$ cat src/rtl/dbus_pkg.sv
// Shared types and defaults for the two-master data RAM arbiter.
package dbus_pkg;

    localparam int ADDR_W_DEF  = 32;
    localparam int DATA_W_DEF  = 32;
    localparam int TIMEOUT_DEF = 16;

    typedef enum logic [1:0] {
        IDLE = 2'd0,
        BUSY = 2'd1,
        RESP = 2'd2
    } state_t;

    typedef logic mst_idx_t;

    localparam logic [DATA_W_DEF/8-1:0] WSTRB_READ = '0;

endpackage

$ cat src/rtl/dbus_arbiter_if.sv
// Bundle of both master request ports and the shared RAM port.
interface dbus_arbiter_if
    import dbus_pkg::*;
#(
    parameter int ADDR_W = ADDR_W_DEF,
    parameter int DATA_W = DATA_W_DEF
);
    localparam int STRB_W = DATA_W / 8;

    logic              m0_req;
    logic [ADDR_W-1:0] m0_addr;
    logic [DATA_W-1:0] m0_wdata;
    logic [STRB_W-1:0] m0_wstrb;
    logic              m0_done;
    logic [DATA_W-1:0] m0_rdata;
    logic              m0_err;

    logic              m1_req;
    logic [ADDR_W-1:0] m1_addr;
    logic [DATA_W-1:0] m1_wdata;
    logic [STRB_W-1:0] m1_wstrb;
    logic              m1_done;
    logic [DATA_W-1:0] m1_rdata;
    logic              m1_err;

    logic              mem_req;
    logic [ADDR_W-1:0] mem_addr;
    logic [DATA_W-1:0] mem_wdata;
    logic [STRB_W-1:0] mem_wstrb;
    logic              mem_ack;
    logic [DATA_W-1:0] mem_rdata;

    // Arbiter view: serves the masters, drives the RAM.
    modport slave (
        input  m0_req, m0_addr, m0_wdata, m0_wstrb,
        output m0_done, m0_rdata, m0_err,
        input  m1_req, m1_addr, m1_wdata, m1_wstrb,
        output m1_done, m1_rdata, m1_err,
        output mem_req, mem_addr, mem_wdata, mem_wstrb,
        input  mem_ack, mem_rdata
    );

    // Environment view: requesting masters plus the RAM.
    modport master (
        output m0_req, m0_addr, m0_wdata, m0_wstrb,
        input  m0_done, m0_rdata, m0_err,
        output m1_req, m1_addr, m1_wdata, m1_wstrb,
        input  m1_done, m1_rdata, m1_err,
        input  mem_req, mem_addr, mem_wdata, mem_wstrb,
        output mem_ack, mem_rdata
    );

endinterface

$ cat src/rtl/rr_arbiter2.sv
// Two-way round-robin arbiter; the last-grant pointer moves only on a strobed grant.
module rr_arbiter2
    import dbus_pkg::*;
(
    input  logic       clk,
    input  logic       reset,
    input  logic [1:0] req_i,
    input  logic       grant_en_i,
    output logic [1:0] gnt_o
);

    mst_idx_t last_q;

    // Reset value 1 means master 0 wins the first tie.
    always_comb begin
        gnt_o = req_i;
        if (req_i == 2'b11) begin
            gnt_o = last_q ? 2'b01 : 2'b10;
        end
    end

    always_ff @(posedge clk or posedge reset) begin
        if (reset) begin
            last_q <= 1'b1;
        end else if (grant_en_i && (|req_i)) begin
            last_q <= gnt_o[1];
        end
    end

endmodule

$ cat src/rtl/dbus_arbiter.sv
// Two-master, one-slave data RAM arbiter with round-robin grant and done pulses.
// Optional BUSY watchdog enabled by defining DBUS_TIMEOUT_EN.
module dbus_arbiter
    import dbus_pkg::*;
#(
    parameter int ADDR_W  = ADDR_W_DEF,
    parameter int DATA_W  = DATA_W_DEF,
    parameter int TIMEOUT = TIMEOUT_DEF
) (
    input  logic         clk,
    input  logic         reset,
    dbus_arbiter_if.slave bus,
    output logic         busy
);

    localparam int STRB_W = DATA_W / 8;

    if (TIMEOUT < 2) begin : g_timeout_range
        $error("dbus_arbiter: TIMEOUT must be at least 2");
    end

    state_t            state_q;
    mst_idx_t          gnt_idx_q;
    logic              mem_req_q;
    logic [ADDR_W-1:0] mem_addr_q;
    logic [DATA_W-1:0] mem_wdata_q;
    logic [STRB_W-1:0] mem_wstrb_q;
    logic [1:0]        done_q;
    logic [DATA_W-1:0] rdata0_q;
    logic [DATA_W-1:0] rdata1_q;
    logic              busy_q;

    logic [1:0]        req;
    logic [1:0]        gnt;
    logic              grant_en;
    logic              expire;
    logic [DATA_W-1:0] rdata_d;

    assign req      = {bus.m1_req, bus.m0_req};
    assign grant_en = (state_q == IDLE);

    rr_arbiter2 u_rr (
        .clk        (clk),
        .reset      (reset),
        .req_i      (req),
        .grant_en_i (grant_en),
        .gnt_o      (gnt)
    );

`ifdef DBUS_TIMEOUT_EN
    localparam int              CNT_W    = $clog2(TIMEOUT + 1);
    localparam logic [CNT_W-1:0] CNT_LAST = CNT_W'(TIMEOUT - 1);

    logic [CNT_W-1:0] cnt_q;
    logic [1:0]       err_q;
    logic             err_d;

    assign expire = (cnt_q == CNT_LAST);
    assign err_d  = ~bus.mem_ack;
`else
    assign expire = 1'b0;
`endif

    // Writes and timeouts return zero data.
    assign rdata_d = (bus.mem_ack && (mem_wstrb_q == STRB_W'(WSTRB_READ))) ? bus.mem_rdata : '0;

    always_ff @(posedge clk or posedge reset) begin
        if (reset) begin
            state_q     <= IDLE;
            gnt_idx_q   <= 1'b0;
            mem_req_q   <= 1'b0;
            mem_addr_q  <= '0;
            mem_wdata_q <= '0;
            mem_wstrb_q <= '0;
            done_q      <= 2'b00;
            rdata0_q    <= '0;
            rdata1_q    <= '0;
            busy_q      <= 1'b0;
`ifdef DBUS_TIMEOUT_EN
            cnt_q       <= '0;
            err_q       <= 2'b00;
`endif
        end else begin
            done_q <= 2'b00;
            case (state_q)
                IDLE: begin
                    if (|req) begin
                        mem_addr_q  <= gnt[0] ? bus.m0_addr  : bus.m1_addr;
                        mem_wdata_q <= gnt[0] ? bus.m0_wdata : bus.m1_wdata;
                        mem_wstrb_q <= gnt[0] ? bus.m0_wstrb : bus.m1_wstrb;
                        gnt_idx_q   <= gnt[1];
                        mem_req_q   <= 1'b1;
                        busy_q      <= 1'b1;
                        state_q     <= BUSY;
`ifdef DBUS_TIMEOUT_EN
                        cnt_q       <= '0;
`endif
                    end
                end
                BUSY: begin
                    // An ack coinciding with expiry completes normally.
                    if (bus.mem_ack || expire) begin
                        mem_req_q         <= 1'b0;
                        done_q[gnt_idx_q] <= 1'b1;
                        state_q           <= RESP;
                        if (gnt_idx_q) begin
                            rdata1_q <= rdata_d;
                        end else begin
                            rdata0_q <= rdata_d;
                        end
`ifdef DBUS_TIMEOUT_EN
                        err_q[gnt_idx_q] <= err_d;
                    end else begin
                        cnt_q <= cnt_q + CNT_W'(1);
`endif
                    end
                end
                RESP: begin
                    busy_q  <= 1'b0;
                    state_q <= IDLE;
                end
                default: begin
                    state_q <= IDLE;
                end
            endcase
        end
    end

    assign bus.mem_req   = mem_req_q;
    assign bus.mem_addr  = mem_addr_q;
    assign bus.mem_wdata = mem_wdata_q;
    assign bus.mem_wstrb = mem_wstrb_q;
    assign bus.m0_done   = done_q[0];
    assign bus.m1_done   = done_q[1];
    assign bus.m0_rdata  = rdata0_q;
    assign bus.m1_rdata  = rdata1_q;
`ifdef DBUS_TIMEOUT_EN
    assign bus.m0_err    = err_q[0];
    assign bus.m1_err    = err_q[1];
`else
    assign bus.m0_err    = 1'b0;
    assign bus.m1_err    = 1'b0;
`endif
    assign busy          = busy_q;

endmodule

$ cat src/flat_wrapper.sv
// flat-port wrapper written by rule: the top's interface ports become plain ports
module dbus_arbiter_flat import dbus_pkg::*;
#(
    parameter int ADDR_W  = ADDR_W_DEF,
    parameter int DATA_W  = DATA_W_DEF,
    parameter int TIMEOUT = TIMEOUT_DEF
)
  (clk, reset, busy, bus_m0_req, bus_m0_addr, bus_m0_wdata, bus_m0_wstrb, bus_m0_done, bus_m0_rdata, bus_m0_err, bus_m1_req, bus_m1_addr, bus_m1_wdata, bus_m1_wstrb, bus_m1_done, bus_m1_rdata, bus_m1_err, bus_mem_req, bus_mem_addr, bus_mem_wdata, bus_mem_wstrb, bus_mem_ack, bus_mem_rdata);
  dbus_arbiter_if #(.ADDR_W(ADDR_W), .DATA_W(DATA_W)) bus_i ();
  input  logic clk;
  input  logic reset;
  output logic busy;
  input wire logic [$bits(bus_i.m0_req)-1:0] bus_m0_req;
  input wire logic [$bits(bus_i.m0_addr)-1:0] bus_m0_addr;
  input wire logic [$bits(bus_i.m0_wdata)-1:0] bus_m0_wdata;
  input wire logic [$bits(bus_i.m0_wstrb)-1:0] bus_m0_wstrb;
  output wire logic [$bits(bus_i.m0_done)-1:0] bus_m0_done;
  output wire logic [$bits(bus_i.m0_rdata)-1:0] bus_m0_rdata;
  output wire logic [$bits(bus_i.m0_err)-1:0] bus_m0_err;
  input wire logic [$bits(bus_i.m1_req)-1:0] bus_m1_req;
  input wire logic [$bits(bus_i.m1_addr)-1:0] bus_m1_addr;
  input wire logic [$bits(bus_i.m1_wdata)-1:0] bus_m1_wdata;
  input wire logic [$bits(bus_i.m1_wstrb)-1:0] bus_m1_wstrb;
  output wire logic [$bits(bus_i.m1_done)-1:0] bus_m1_done;
  output wire logic [$bits(bus_i.m1_rdata)-1:0] bus_m1_rdata;
  output wire logic [$bits(bus_i.m1_err)-1:0] bus_m1_err;
  output wire logic [$bits(bus_i.mem_req)-1:0] bus_mem_req;
  output wire logic [$bits(bus_i.mem_addr)-1:0] bus_mem_addr;
  output wire logic [$bits(bus_i.mem_wdata)-1:0] bus_mem_wdata;
  output wire logic [$bits(bus_i.mem_wstrb)-1:0] bus_mem_wstrb;
  input wire logic [$bits(bus_i.mem_ack)-1:0] bus_mem_ack;
  input wire logic [$bits(bus_i.mem_rdata)-1:0] bus_mem_rdata;
  assign bus_i.m0_req = bus_m0_req;
  assign bus_i.m0_addr = bus_m0_addr;
  assign bus_i.m0_wdata = bus_m0_wdata;
  assign bus_i.m0_wstrb = bus_m0_wstrb;
  assign bus_m0_done = bus_i.m0_done;
  assign bus_m0_rdata = bus_i.m0_rdata;
  assign bus_m0_err = bus_i.m0_err;
  assign bus_i.m1_req = bus_m1_req;
  assign bus_i.m1_addr = bus_m1_addr;
  assign bus_i.m1_wdata = bus_m1_wdata;
  assign bus_i.m1_wstrb = bus_m1_wstrb;
  assign bus_m1_done = bus_i.m1_done;
  assign bus_m1_rdata = bus_i.m1_rdata;
  assign bus_m1_err = bus_i.m1_err;
  assign bus_mem_req = bus_i.mem_req;
  assign bus_mem_addr = bus_i.mem_addr;
  assign bus_mem_wdata = bus_i.mem_wdata;
  assign bus_mem_wstrb = bus_i.mem_wstrb;
  assign bus_i.mem_ack = bus_mem_ack;
  assign bus_i.mem_rdata = bus_mem_rdata;
  dbus_arbiter #(.ADDR_W(ADDR_W), .DATA_W(DATA_W), .TIMEOUT(TIMEOUT)) u_core (.clk(clk), .reset(reset), .bus(bus_i), .busy(busy));
endmodule
$ cat config.mk
export PLATFORM = sky130hd
export DESIGN_NAME = dbus_arbiter_flat
export DESIGN_NICKNAME = d
export VERILOG_FILES = /design/src/rtl/dbus_pkg.sv /design/src/rtl/dbus_arbiter_if.sv /design/src/rtl/rr_arbiter2.sv /design/src/rtl/dbus_arbiter.sv /design/src/flat_wrapper.sv
export SDC_FILE = /design/constraint.sdc
export NUM_CORES = 1
export LEC_CHECK = 0
export ABC_CLOCK_PERIOD_IN_PS = 5900
export BUFFER_PORTS_ARGS = -buffer_cell sky130_fd_sc_hd__buf_2
export CORE_ASPECT_RATIO = 0.6
export CORE_MARGIN = 2
export CORE_UTILIZATION = 48
export CTS_BUF_LIST = sky130_fd_sc_hd__clkbuf_8
export CTS_CLUSTER_SIZE = 12
export DETAILED_ROUTE_END_ITERATION = 8
export GPL_TIMING_DRIVEN = 0
export PLACE_DENSITY_LB_ADDON = 0.05
export RECOVER_POWER = 100
export SYNTH_ARGS = -nofsm -noshare
export SYNTH_HDL_FRONTEND = slang
export SYNTH_SLANG_ARGS = --single-unit
$ cat constraint.sdc
create_clock -name clk -period 5.9 [get_ports clk]
set_clock_uncertainty 0.2 [all_clocks]
set_input_delay 0.59 -clock clk [delete_from_list [all_inputs] [get_ports clk]]
set_output_delay 0.59 -clock clk [all_outputs]
set_load 0.02 [all_outputs]
== Word level (Yosys, flattened, before mapping) ==
Index checks and enable logic that the tools add are counted.

* Flip-flop bits (word level): 140
* Output and inout bits: 138
* ROM bits: 0
* Logic and storage cells: 50
* Latch bits: 0
* Memories kept: 0
* Memory bits (writable): 0

* Equality and inequality tests: 5
* Shift operators: 0
* Order comparisons: 2
* Reductions and logical operators: 14
* Mux-type cells: 17
* Bitwise operators: 1
* Div/mod/pow operators: 0
* $mul: 0
* $add $sub $neg: 0

{| class="wikitable"
|+ Operators by type and width
! kind !! count
|-
| $mux 32 || 3
|-
| $mux 2 || 6
|-
| $reduce_and 3->1 || 3
|-
| $reduce_and 2->1 || 3
|-
| $eq 2x2->1 const B || 2
|-
| $logic_not 4->1 || 1
|-
| $mux 4 || 1
|-
| $pmux 1 s2 || 2
|-
| $pmux 2 s2 || 1
|-
| $reduce_bool 2->1 || 2
|-
| $logic_and 1x1->1 || 3
|-
| $mux 1 || 3
|-
| $eq 2x1->1 const B || 1
|-
| $logic_not 2->1 || 1
|-
| $lt 1x2->1 const B || 1
|-
| $ne 2x1->1 const B || 1
|-
| $ne 2x2->1 const B || 1
|-
| $reduce_or 2->1 || 1
|-
| $demux 1 s1 || 1
|-
| $ge 1x1->1 const B || 1
|-
| $not 1->1 || 1
|}

== Longest topological paths before layout ==
Gate-level depths: netlist (run 1).

* Word-level depth: 6
* Mapped depth: 6
* Mapped depth without buffers: 4

== Cells and area by module ==
A second synthesis (run 1) with hierarchy kept.

* Cells, all modules: 530
* Area total of the unflattened synthesis: 6,611.3 µm²

{| class="wikitable"
|+ By module, submodules not included
! module !! cells an instance !! area each (µm²) !! instances
|-
| dbus_arbiter || 523 || 6,551.3 || 1
|-
| rr_arbiter2 || 7 || 60.1 || 1
|}

== Worst setup path after synthesis (run 1) ==
OpenSTA, ideal clock, no wires.

* Kind: input to register
* Start point: input bus_m0_req
* End point: register u_core.mem_addr_q[0] (netlist: u_core.bus.mem_addr[0])
* Slack: 4.140 ns
* Data arrival time: 1.439 ns
* Library setup time: 0.121 ns
* Required time: 5.579 ns
* Cell stages on the path: 6
* Path through: o21bai_1 buf_6 nor2_4 buf_4 buf_4 o22a_1

* Cells in the longest elaborated chain, start to end: 3

{| class="wikitable"
|+ RTL lines
! item !! RTL line !! RTL
|-
| start: declaration || flat_wrapper.sv:13 || <nowiki>input wire logic [$bits(bus_i.m0_req)-1:0] bus_m0_req;</nowiki>
|-
| $eq 2x2->1 || rr_arbiter2.sv:17 || <nowiki>if (req_i == 2'b11) begin</nowiki>
|-
| $mux 2 || rr_arbiter2.sv:17 ||
|-
| $mux 32 || dbus_arbiter.sv:88 || <nowiki>mem_addr_q <= gnt[0] ? bus.m0_addr : bus.m1_addr;</nowiki>
|-
| end signal: assignment || dbus_arbiter.sv:88 ||
|-
| end: declaration || dbus_arbiter.sv:25 || <nowiki>logic [ADDR_W-1:0] mem_addr_q;</nowiki>
|}

Parallel ways exist; a longest one is shown, timed or not.
A chain may end at the register's enable or synchronous reset.

== Worst setup path in the final report (run 1) ==
* Start point: register u_core.state_q[0]
* End point: register u_core.mem_addr_q[14] (netlist: u_core.bus.mem_addr[14])

* Cells in the longest elaborated chain, start to end: 2

{| class="wikitable"
|+ RTL lines
! item !! RTL line !! RTL
|-
| start: declaration || dbus_arbiter.sv:22 || <nowiki>state_t state_q;</nowiki>
|-
| start signal: assignment || dbus_arbiter.sv:69 || <nowiki>state_q <= IDLE;</nowiki>
|-
| start signal: assignment || dbus_arbiter.sv:94 || <nowiki>state_q <= BUSY;</nowiki>
|-
| start signal: assignment || dbus_arbiter.sv:105 || <nowiki>state_q <= RESP;</nowiki>
|-
| $logic_not 2->1 || dbus_arbiter.sv:85 || <nowiki>case (state_q)</nowiki>
|-
| $reduce_and 2->1 (no line) || -- ||
|}

No other way between the ends.

==> flow_metrics.py, run 1 <==
metrics = {
    "grt": {
        "grt_pass1_wl_um": 32500,
        "grt_usage_pct": 28.6,
        "grt_overflow": 0,
        "grt_pass1_vias": 6076,
        "antenna_found_initial": 2,
        "grt_max_degree": 89,
    },
    "sta": {
        "finalSetupTns_ps": 0,
        "grt_setup_unrepaired": "false",
        "fmax_mhz": 368,
        "fin_hold_ws_ps": 202,
        "finalCriticalPeriod_ps": 2720,
        "tightestPinTransition_ps": 2520,
        "finalSetupViolCount": 0,
        "fin_crit_sh_pct": 46.1,
        "slew_headroom_pct": -68.8,
        "hold_viol_final": 0,
        "drv_slew": 53,
        "setup_slack_ps": 3180,
    },
    "worst_setup_path": {
        "worstSetupPathType": "flop to flop",
        "path_delay_family": "buffers and inverters",
        "path_buf_inv": 3,
        "endpoint_kind": "flop",
        "critPathSlowestCell": "clkbuf_1",
        "critical_path_peak_fanout": 10,
        "crit_top_cell": "clkbuf_1",
        "critical-path-max-stage-delay_ps": 470,
        "start_kind": "flop",
        "crit_chain": "o21bai_1, clkbuf_1, nor2_1, clkbuf_1, clkbuf_1, o22a_1",
        "cp.arrival_ps": 2880,
        "crit_required_ps": 6060,
    },
    "clock_tree": {
        "cts_max_path_buffers": 2,
        "clk_pin_slew_ps": 80,
        "cts_buffers": 17,
        "root_buffer": "clkbuf_8",
        "cts_setup_buffers": 0,
        "clock_sinks": 140,
        "htree_num_levels": 4,
        "cts_resized": 0,
        "cts_tree": "done",
        "ctsHoldBuffers": 0,
        "worstSkewPairLatency_ps": 420,
    },
    "outcome": {
        "violations": "capacitance limit, slew limit",
        "status": "complete, but fails checks",
    },
    "logic_synthesis": {
        "synth_cell_type_count": 30,
        "syn_area_um2": 6630,
        "ys.warnings.count": 0,
        "synth-seq-cells": 140,
        "synth_cells": 635,
        "yosysSeqAreaShare_pct": 52.8,
        "syn_area_per_cell_um2": 10.4,
    },
    "power": {
        "power_density_nw_per_um2": 463,
        "leakage_nw": 3.71,
        "p_clk_share_pct": 21.2,
        "p_sw_share_pct": 41.1,
        "pwr-share-comb_pct": 43.5,
        "seq_power_share_pct": 35.2,
        "switchingPower_mw": 1.65,
        "intPower_mw": 2.36,
        "ir_worst_vdd_uv": 229,
        "p_total_mw": 4.01,
    },
    "drt": {
        "wire_per_inst_um": 19.0,
        "drtIter0Drc": 505,
        "drt_first_pass_iters": 5,
        "routed_wl_um": 21900,
        "drc": 0,
        "vias": 6492,
        "viasPerCell": 5.62,
        "ant_nets": 0,
    },
    "layout": {
        "nets": 1137,
        "drive_above_1_share_pct": 24.0,
        "final_util_pct": 63.8,
        "final_cell_mix": "buf_2, clkbuf_1, dfrtp_1",
        "area_delta_synth_final_pct": 30.6,
        "fin_area_um2": 8660,
        "final_common_cell": "buf_2",
        "instances_no_fill": 1155,
    },
    "place": {
        "dp_hpwl_um": 16400,
        "placed_area_um2": 8430,
        "port_buffers": 308,
        "place_ws_ps": 3700,
        "place_congestion": 0.829,
        "dpl.cell_count": 1120,
    },
    "worst_hold_path": {
        "hold_class": "input port to flop",
    },
    "floorplan": {
        "rows": 33,
        "die_w_um": 156,
        "core_um2": 13600,
        "ios": 311,
        "die-height_um": 95.1,
        "start_util_pct": 48.8,
        "design.die.area_um2": 14800,
    },
    "flow_run": {
        "drv_cap": 1,
    },
}
metal layers:
metal / track usage (%) / share of wire, % / vias to the layer above
met1: 39.9 / 46 / 3188
met5: 0 / 0 / -
met4: 9.17 / 2.0 / 0
met3: 8.73 / 8.2 / 31
li1: - / - / 3004
met2: 43.2 / 44 / 269
logic make-up after synthesis:
logic type	count (synthesis)	share of synthesized area [%]
AOI/OAI and AO/OA	275	32.5
buffers and inverters	81	6.34
DFF	140	52.8
other	1	0.0565
and+or+nand+nor	138	8.30
area by class of cell:
| cell class | instances | area [um^2] |
|---|---|---|
| Antenna cell | 3 | 7.51 |
| Tap cell | 175 | 219 |
| Clock buffer | 17 | 234 |
| Fill cell | 1221 | 4920 |
| Multi-Input combinational cell | 415 | 2700 |
| Timing Repair Buffer | 309 | 1400 |
| Inverter | 7 | 27.5 |
| Sequential cell | 140 | 3500 |
| Buffer | 74 | 370 |
| Clock inverter | 15 | 196 |
final timing paths:
path                       slack (ps)  depth (start not counted)                                  end                               start
max                              3180                          6  u_core.bus.mem_addr[14]$_DFFE_PP0P_       u_core.state_q[0]$_DFFE_PP0P_
max in group asynchronous        3600                          3       u_core.u_rr.last_q$_DFFE_PP1P_                               reset
min                               200                          3  u_core.bus.m1_rdata[15]$_DFFE_PP0P_                   bus_mem_rdata[15]
max reg2reg                      3180                          6  u_core.bus.mem_addr[14]$_DFFE_PP0P_       u_core.state_q[0]$_DFFE_PP0P_
min in group asynchronous         650                          2  u_core.bus.m0_rdata[29]$_DFFE_PP0P_                               reset
min reg2reg                       280                          2   u_core.bus.m0_rdata[0]$_DFFE_PP0P_  u_core.bus.m0_rdata[0]$_DFFE_PP0P_
power by group through the flow:
stage / sequential, mW / clock (mW) / combinational [mW]
floorplan: 1.74 / 0 / 0.893
global placement: 1.41 / 0 / 1.80
detailed placement: 1.42 / 0 / 1.85
CTS: 1.40 / 0.864 / 1.85
global route: 1.45 / 0.909 / 1.88
finish: 1.41 / 0.852 / 1.75
cell usage after synthesis:
library cell	instances	share of area, %
o21ai_0	20	1.5
clkbuf_1	37	2.1
nand2_1	129	7.3
a2111oi_0	1	0.13
conb_1	1	0.057
nor2b_1	1	0.094
nand4bb_1	1	0.17
o21ai_1	46	3.5
nand4b_1	1	0.13
inv_2	2	0.11
clkbuf_2	1	0.075
or2_1	1	0.094
nor2_4	1	0.17
a21boi_1	22	2.5
buf_1	1	0.057
buf_2	20	1.5
a21oi_1	1	0.075
o22a_1	68	9.0
a21o_1	2	0.23
a21boi_0	46	5.2
inv_1	5	0.28
a311o_1	68	10
buf_4	6	0.68
dfstp_2	1	0.40
buf_6	9	1.5
nand2b_1	2	0.19
o21bai_1	1	0.11
nor2_1	1	0.057
nor4_1	1	0.094
dfrtp_1	139	52
flip-flops by register name, indices dropped and copies added, names as in the netlist, 2 cells and up:
name,count
u_core.bus.mem_wstrb,4
u_core.bus.m0_rdata,32
u_core.bus.mem_addr,32
u_core.bus.mem_wdata,32
u_core.state_q,2
u_core.done_q,2
u_core.bus.m1_rdata,32
tightest hold or removal path, delay by kind of cell:
family	cells	cell delay, ps
buffers and inverters	1	100
and+or+nand+nor	1	50
AOI/OAI and AO/OA	1	50
Power figures use the tool's default switching activity.
==> run 2, diff against run 1 <==
--- a/config.mk
+++ b/config.mk
@@ -5,11 +5,12 @@
 export SDC_FILE = /design/constraint.sdc
 export NUM_CORES = 1
 export LEC_CHECK = 0
-export ABC_CLOCK_PERIOD_IN_PS = 5900
+export ABC_AREA = 1
+export ABC_CLOCK_PERIOD_IN_PS = 2500
 export BUFFER_PORTS_ARGS = -buffer_cell sky130_fd_sc_hd__buf_2
 export CORE_ASPECT_RATIO = 0.6
 export CORE_MARGIN = 2
-export CORE_UTILIZATION = 48
+export CORE_UTILIZATION = 44
 export CTS_BUF_LIST = sky130_fd_sc_hd__clkbuf_8
 export CTS_CLUSTER_SIZE = 12
 export DETAILED_ROUTE_END_ITERATION = 8
==> constraint.sdc (replaced) <==
create_clock -name clk -period 2.5 [get_ports clk]
set_clock_uncertainty 0.2 [all_clocks]
set_input_delay 0.25 -clock clk [delete_from_list [all_inputs] [get_ports clk]]
set_output_delay 0.25 -clock clk [all_outputs]
set_load 0.02 [all_outputs]
==> run 2 against run 1 <==
The run now ends clean. Global-route usage hardly changed. Final cell count is 40% higher. Critical path depth is 2 higher. Via count is 17% higher. Synthesized area is 1.2% higher. Synthesized cell count is 42% higher. Maximum frequency is 15% higher. Flip-flop and latch count stayed put. Wire length is 4.2% higher. Critical endpoint is now u_core.bus.mem_addr[17]$_DFFE_PP0P_. Largest power group unchanged. Highest routed layer is now met5.
==> flow_metrics.py, run 2 <==
metrics = {
    "outcome": {
        "status": "finished clean",
    },
    "layout": {
        "fillers": 1256,
        "final_cell_mix": "nand2_1, nand3_1, buf_2",
        "drive_above_1_share_pct": 17.0,
        "area_delta_synth_final_pct": 55.1,
        "diodes": 0,
        "final_common_cell": "nand2_1",
        "nets": 1575,
        "instances_no_fill": 1613,
        "fin_area_um2": 10400,
        "final_util_pct": 70.8,
    },
    "sta": {
        "hold_viol_final": 0,
        "finalSetupTns_ps": 0,
        "fin_crit_sh_pct": 94.5,
        "finalSetupViolCount": 0,
        "slew_headroom_pct": 21.7,
        "tightestPinTransition_ps": 1170,
        "drv_slew": 0,
        "finalCriticalPeriod_ps": 2360,
        "grt_setup_unrepaired": "false",
        "fmax_mhz": 423,
    },
    "logic_synthesis": {
        "syn_area_um2": 6710,
        "synth_cell_type_count": 16,
        "syn_area_per_cell_um2": 7.45,
        "synth-main-ff-cell": "dfrtp_1",
        "yosys-top-cells-count": "nand2_1, nand3_1, inv_1, dfrtp_1, buf_2",
        "synth_area_leaders": "dfrtp_1, nand2_1, nand3_1, inv_1, buf_2",
        "synth_cells": 901,
        "synth_top_area_cell": "dfrtp_1",
        "synthDominantCellAreaShare_pct": 51.8,
        "synth-seq-cells": 140,
        "async_flop_share_pct": 100,
        "yosysSeqAreaShare_pct": 52.2,
        "ys.warnings.count": 0,
        "yosys.cell_count.top_type": "nand2_1",
        "synth_edf_count": 0,
    },
    "drt": {
        "drt_first_pass_iters": 4,
        "drtIter0Drc": 600,
        "vias": 7567,
        "ant_nets": 0,
        "routed_wl_um": 22800,
        "drc": 0,
        "wire_per_inst_um": 14.2,
        "viasPerCell": 4.69,
    },
    "power": {
        "power_density_nw_per_um2": 965,
        "leakage_nw": 5.80,
        "ir_worst_vdd_uv": 574,
        "p_total_mw": 10.1,
    },
    "grt": {
        "grt_max_degree": 42,
        "antenna_found_initial": 2,
        "grt_pass1_vias": 7509,
        "grt_usage_pct": 28.6,
        "grt_overflow": 0,
        "grt_pass1_wl_um": 36700,
    },
    "place": {
        "placed_area_um2": 8570,
        "dp_hpwl_um": 15500,
        "place_congestion": 0.842,
        "dpl.cell_count": 1410,
        "port_buffers": 307,
    },
    "floorplan": {
        "core_um2": 14700,
        "rows": 34,
        "ios": 311,
        "die_w_um": 163,
        "design.die.area_um2": 16300,
        "start_util_pct": 45.6,
        "die-height_um": 99.7,
    },
    "clock_tree": {
        "cts_tree": "done",
        "worstSkewPairLatency_ps": 440,
        "htree_num_levels": 4,
        "cts_max_path_buffers": 2,
        "cts_setup_buffers": 0,
        "clock_sinks": 140,
        "root_buffer": "clkbuf_8",
        "clk_pin_slew_ps": 100,
        "cts_resized": 0,
        "cts_buffers": 17,
    },
    "worst_setup_path": {
        "crit_required_ps": 2640,
        "critical_path_peak_fanout": 10,
        "worstSetupPathType": "flop to flop",
        "start_kind": "flop",
        "endpoint_kind": "flop",
        "cp.arrival_ps": 2510,
    },
    "flow_run": {
        "drv_cap": 0,
    },
    "worst_hold_path": {
        "hold_class": "flop to flop",
    },
}
[run 2: cell types whose count changed after synthesis, sizes merged, moves of 6 or more]
cell    previous run  this run
nor2               2         8
o22a              68         0
a311o             68         0
o21ai             66         5
nand3              0       201
a21boi            68         0
nand2            129       342
buf               36        45
clkbuf            38        11
inv                7       148
[run 2: power by group]
part / switching, mW / internal (mW)
sequential: 0.459 / 3.11
clock: 1.02 / 0.751
combinational: 3.08 / 1.62
[run 2: metrics by stage]
stage	worst slack [ps]	hold WS [ps]
floorplan	302	160
global placement	-676	257
detailed placement	693	137
CTS	173	197
global route	19.1	308
finish	137	284
[run 2: critical path, cell delays in order (launching register included)]
cell	delay (ps)
dfstp_2	530
inv_1	50
nand2_2	160
buf_2	260
clkbuf_2	260
nand3_1	100
nand3_1	110
dlygate4sd3_1	560
nand2_1	50
[run 2: logic make-up (layout without fill, tap and decap cells)]
kind of cell	Yosys count	after routing	share of synthesized area, %
buffers and inverters	204	717	12.3
and+or+nand+nor	551	551	35.1
DFF	140	140	52.2
other	1	2	0.0559
AOI/OAI and AO/OA	5	5	0.373
[run 2: metal layers]
layer / vias to the layer above / global-route usage (%) / part of all wire [%]
li1: 3739 / - / -
met5: - / 0 / 0.048
met2: 316 / 46.6 / 46
met1: 3458 / 37.7 / 44
met3: 52 / 6.30 / 7.3
met4: 2 / 11.1 / 2.9
[run 2: layout make-up]
cell class	instances	area [um^2]	area share (%)
buffer	56	256	2.46
clock buffer	18	248	2.38
clock inverter	14	125	1.20
timing repair buffer	481	3110	29.9
tap	198	248	2.38
multi-input combinational	558	2360	22.7
inverter	148	557	5.35
sequential	140	3500	33.6
[run 2: timing repair]
| action | CTS | global route |
|---|---|---|
| hold buffers | 171 | 0 |
| endpoints found under the hold margin | 161 | 0 |
| endpoints found under the setup margin | 0 | 0 |
[run 2: worst paths after layout]
check,startpoint,to,slack (ps),depth (start not counted)
max in group asynchronous,reset,u_core.bus.mem_addr[29]$_DFFE_PP0P_,350,5
setup reg to reg,u_core.u_rr.last_q$_DFFE_PP1P_,u_core.bus.mem_addr[17]$_DFFE_PP0P_,140,8
min in group asynchronous,reset,u_core.bus.mem_addr[15]$_DFFE_PP0P_,380,3
hold / removal,u_core.bus.mem_wdata[31]$_DFFE_PP0P_,u_core.bus.mem_wdata[31]$_DFFE_PP0P_,280,2
setup / recovery,u_core.u_rr.last_q$_DFFE_PP1P_,u_core.bus.mem_addr[17]$_DFFE_PP0P_,140,8
hold reg to reg,u_core.bus.mem_wdata[31]$_DFFE_PP0P_,u_core.bus.mem_wdata[31]$_DFFE_PP0P_,280,2
==> run 3, diff against run 2 <==
--- a/config.mk
+++ b/config.mk
@@ -14,7 +14,6 @@
 export CTS_BUF_LIST = sky130_fd_sc_hd__clkbuf_8
 export CTS_CLUSTER_SIZE = 12
 export DETAILED_ROUTE_END_ITERATION = 8
-export GPL_TIMING_DRIVEN = 0
 export PLACE_DENSITY_LB_ADDON = 0.05
 export RECOVER_POWER = 100
 export SYNTH_ARGS = -nofsm -noshare
==> run 3 against run 2 <==
Final cell count decreased by 2.5%. Via count fell by 0.45%. Global-route usage up 0.13 points. Clock power rose by 5%. Die area unchanged. Critical path depth is the same. Non-clock buffer count shrank 41. Register-to-register slack gained 80 ps. Worst hold slack worse by 5.8 ps. Largest power group unchanged. Highest routed layer is now met4.
==> flow_metrics.py, run 3 (synthesis results as in run 2) <==
metrics = {
    "worst_setup_path": {
        "worstSetupPathType": "input port to flop",
        "crit_top_cell": "dlygate4sd3_1",
        "crit_chain": "dlygate4sd3_1, buf_2, nor2_2, nor2_4, buf_6, nand3_1, dlygate4sd3_1, nand2_1",
        "path_delay_family": "buffers and inverters",
        "path_depth": 8,
        "path_buf_inv": 4,
        "start_kind": "input port",
        "critPathSlowestCell": "dlygate4sd3_1",
        "endpoint_kind": "flop",
        "cp.arrival_ps": 2550,
        "critical-path-max-stage-delay_ps": 610,
        "crit_required_ps": 2680,
        "critical_path_peak_fanout": 71,
        "reg2reg_depth": 8,
    },
    "grt": {
        "grt_max_degree": 72,
        "grt_pass1_vias": 7437,
        "grt_pass1_wl_um": 36700,
        "antenna_found_initial": 0,
        "grt_overflow": 0,
        "grt_usage_pct": 28.8,
    },
    "drt": {
        "drt_first_pass_iters": 5,
        "m1WireLength_um": 9850,
        "wl_met2_um": 11000,
        "viasPerCell": 4.79,
        "dr_wl_met3_um": 1600,
        "wire_per_inst_um": 14.7,
        "maxUsedRoutingLayer": "met4",
        "drtIter0Drc": 482,
        "drc": 0,
        "routed_wl_um": 23100,
        "vias": 7533,
        "ant_nets": 0,
    },
    "sta": {
        "tightestPinTransition_ps": 1270,
        "slew_headroom_pct": 14.7,
        "grt_setup_unrepaired": "false",
        "hold_viol_final": 0,
        "finalSetupViolCount": 0,
        "fin_crit_sh_pct": 94.6,
        "fmax_mhz": 423,
        "fin_hold_ws_ps": 279,
        "finalCriticalPeriod_ps": 2370,
        "drv_slew": 0,
        "finalSetupTns_ps": 0,
    },
    "floorplan": {
        "ios": 311,
        "core_um2": 14700,
        "die-height_um": 99.7,
        "design.die.area_um2": 16300,
        "rows": 34,
        "start_util_pct": 45.6,
        "die_w_um": 163,
    },
    "layout": {
        "final_common_cell": "nand2_1",
        "drive_above_1_share_pct": 16.7,
        "fillers": 1335,
        "fin_area_um2": 10300,
        "multi_input_area_um2": 2380,
        "area_delta_synth_final_pct": 53.9,
        "nets": 1534,
        "register_area_um2": 3500,
        "final_cell_mix": "nand2_1, nand3_1, buf_2",
        "diodes": 0,
    },
    "outcome": {
        "status": "finished clean",
    },
    "place": {
        "placed_area_um2": 8440,
        "place_congestion": 0.870,
        "port_buffers": 308,
        "dp_hpwl_um": 14000,
    },
    "clock_tree": {
        "cts_buffers": 17,
        "htree_num_levels": 4,
        "worstSkewPairLatency_ps": 440,
        "cts_tree": "done",
        "clk_pin_slew_ps": 80,
        "cts_max_path_buffers": 2,
        "cts_setup_buffers": 0,
        "root_buffer": "clkbuf_8",
        "clock_sinks": 140,
    },
    "worst_hold_path": {
        "hold_class": "flop to flop",
        "hold_depth": 2,
    },
    "power": {
        "ir_worst_vdd_uv": 544,
        "leakage_nw": 5.74,
        "power_density_nw_per_um2": 978,
    },
    "flow_run": {
        "drv_cap": 0,
    },
}
## run 3: path summary, 6_finish.rpt
path / from / endpoint / slack [ps]
min in group asynchronous: reset / u_core.bus.m0_rdata[11]$_DFFE_PP0P_ / 410
min: u_core.bus.mem_addr[25]$_DFFE_PP0P_ / u_core.bus.mem_addr[25]$_DFFE_PP0P_ / 280
max in group asynchronous: reset / u_core.bus.m0_rdata[2]$_DFFE_PP0P_ / 410
min reg2reg: u_core.bus.mem_addr[25]$_DFFE_PP0P_ / u_core.bus.mem_addr[25]$_DFFE_PP0P_ / 280
max: bus_m1_req / u_core.bus.mem_wdata[23]$_DFFE_PP0P_ / 130
max reg2reg: u_core.u_rr.last_q$_DFFE_PP1P_ / u_core.bus.mem_wdata[28]$_DFFE_PP0P_ / 220
## run 3: layout make-up
cell class,instances,share of cell area (%)
Inverter,148,5.39
Multi-Input combinational cell,558,23.1
Sequential cell,140,33.9
Timing Repair Buffer,496,31.4
Clock buffer,18,2.40
Tap cell,198,2.40
Clock inverter,14,1.43
## run 3: layer usage
| layer | global-route usage (%) | vias up |
|---|---|---|
| met3 | 5.71 | 55 |
| li1 | - | 3654 |
| met4 | 10.9 | 0 |
| met2 | 48.6 | 328 |
| met5 | 0 | - |
| met1 | 36.9 | 3496 |
## run 3: through the flow
stage,std cells,power (mW),util (%),setup WS (ps)
2_1_floorplan,902,6.28,-,302
3_3_place_gp,1369,7.81,57.4,634
3_5_place_dp,1369,7.84,57.4,661
4_1_cts,1572,10.3,71.7,81.4
5_1_grt,1572,10.8,70.2,58.3
6_report,1572,10.1,70.2,134
## run 3: what timing repair did
action,in CTS,in global routing
hold endpoints to repair,161,0
gates resized for setup,0,2
hold buffers,171,0
endpoints found under the setup margin,0,64
## run 3: power by group
group	internal, mW	leakage, nW	total (mW)	switching (mW)
logic	1.59	3.74	4.65	3.06
clock network	0.851	0.193	1.86	1.01
registers	3.11	1.81	3.60	0.487
## run 3: worst reg2reg max path: cells and delay by family, from the launching register on
kind | cells | cell delay (ps)
and+or+nand+nor | 5 | 600
buffers and inverters | 3 | 900
DFF | 1 | 540
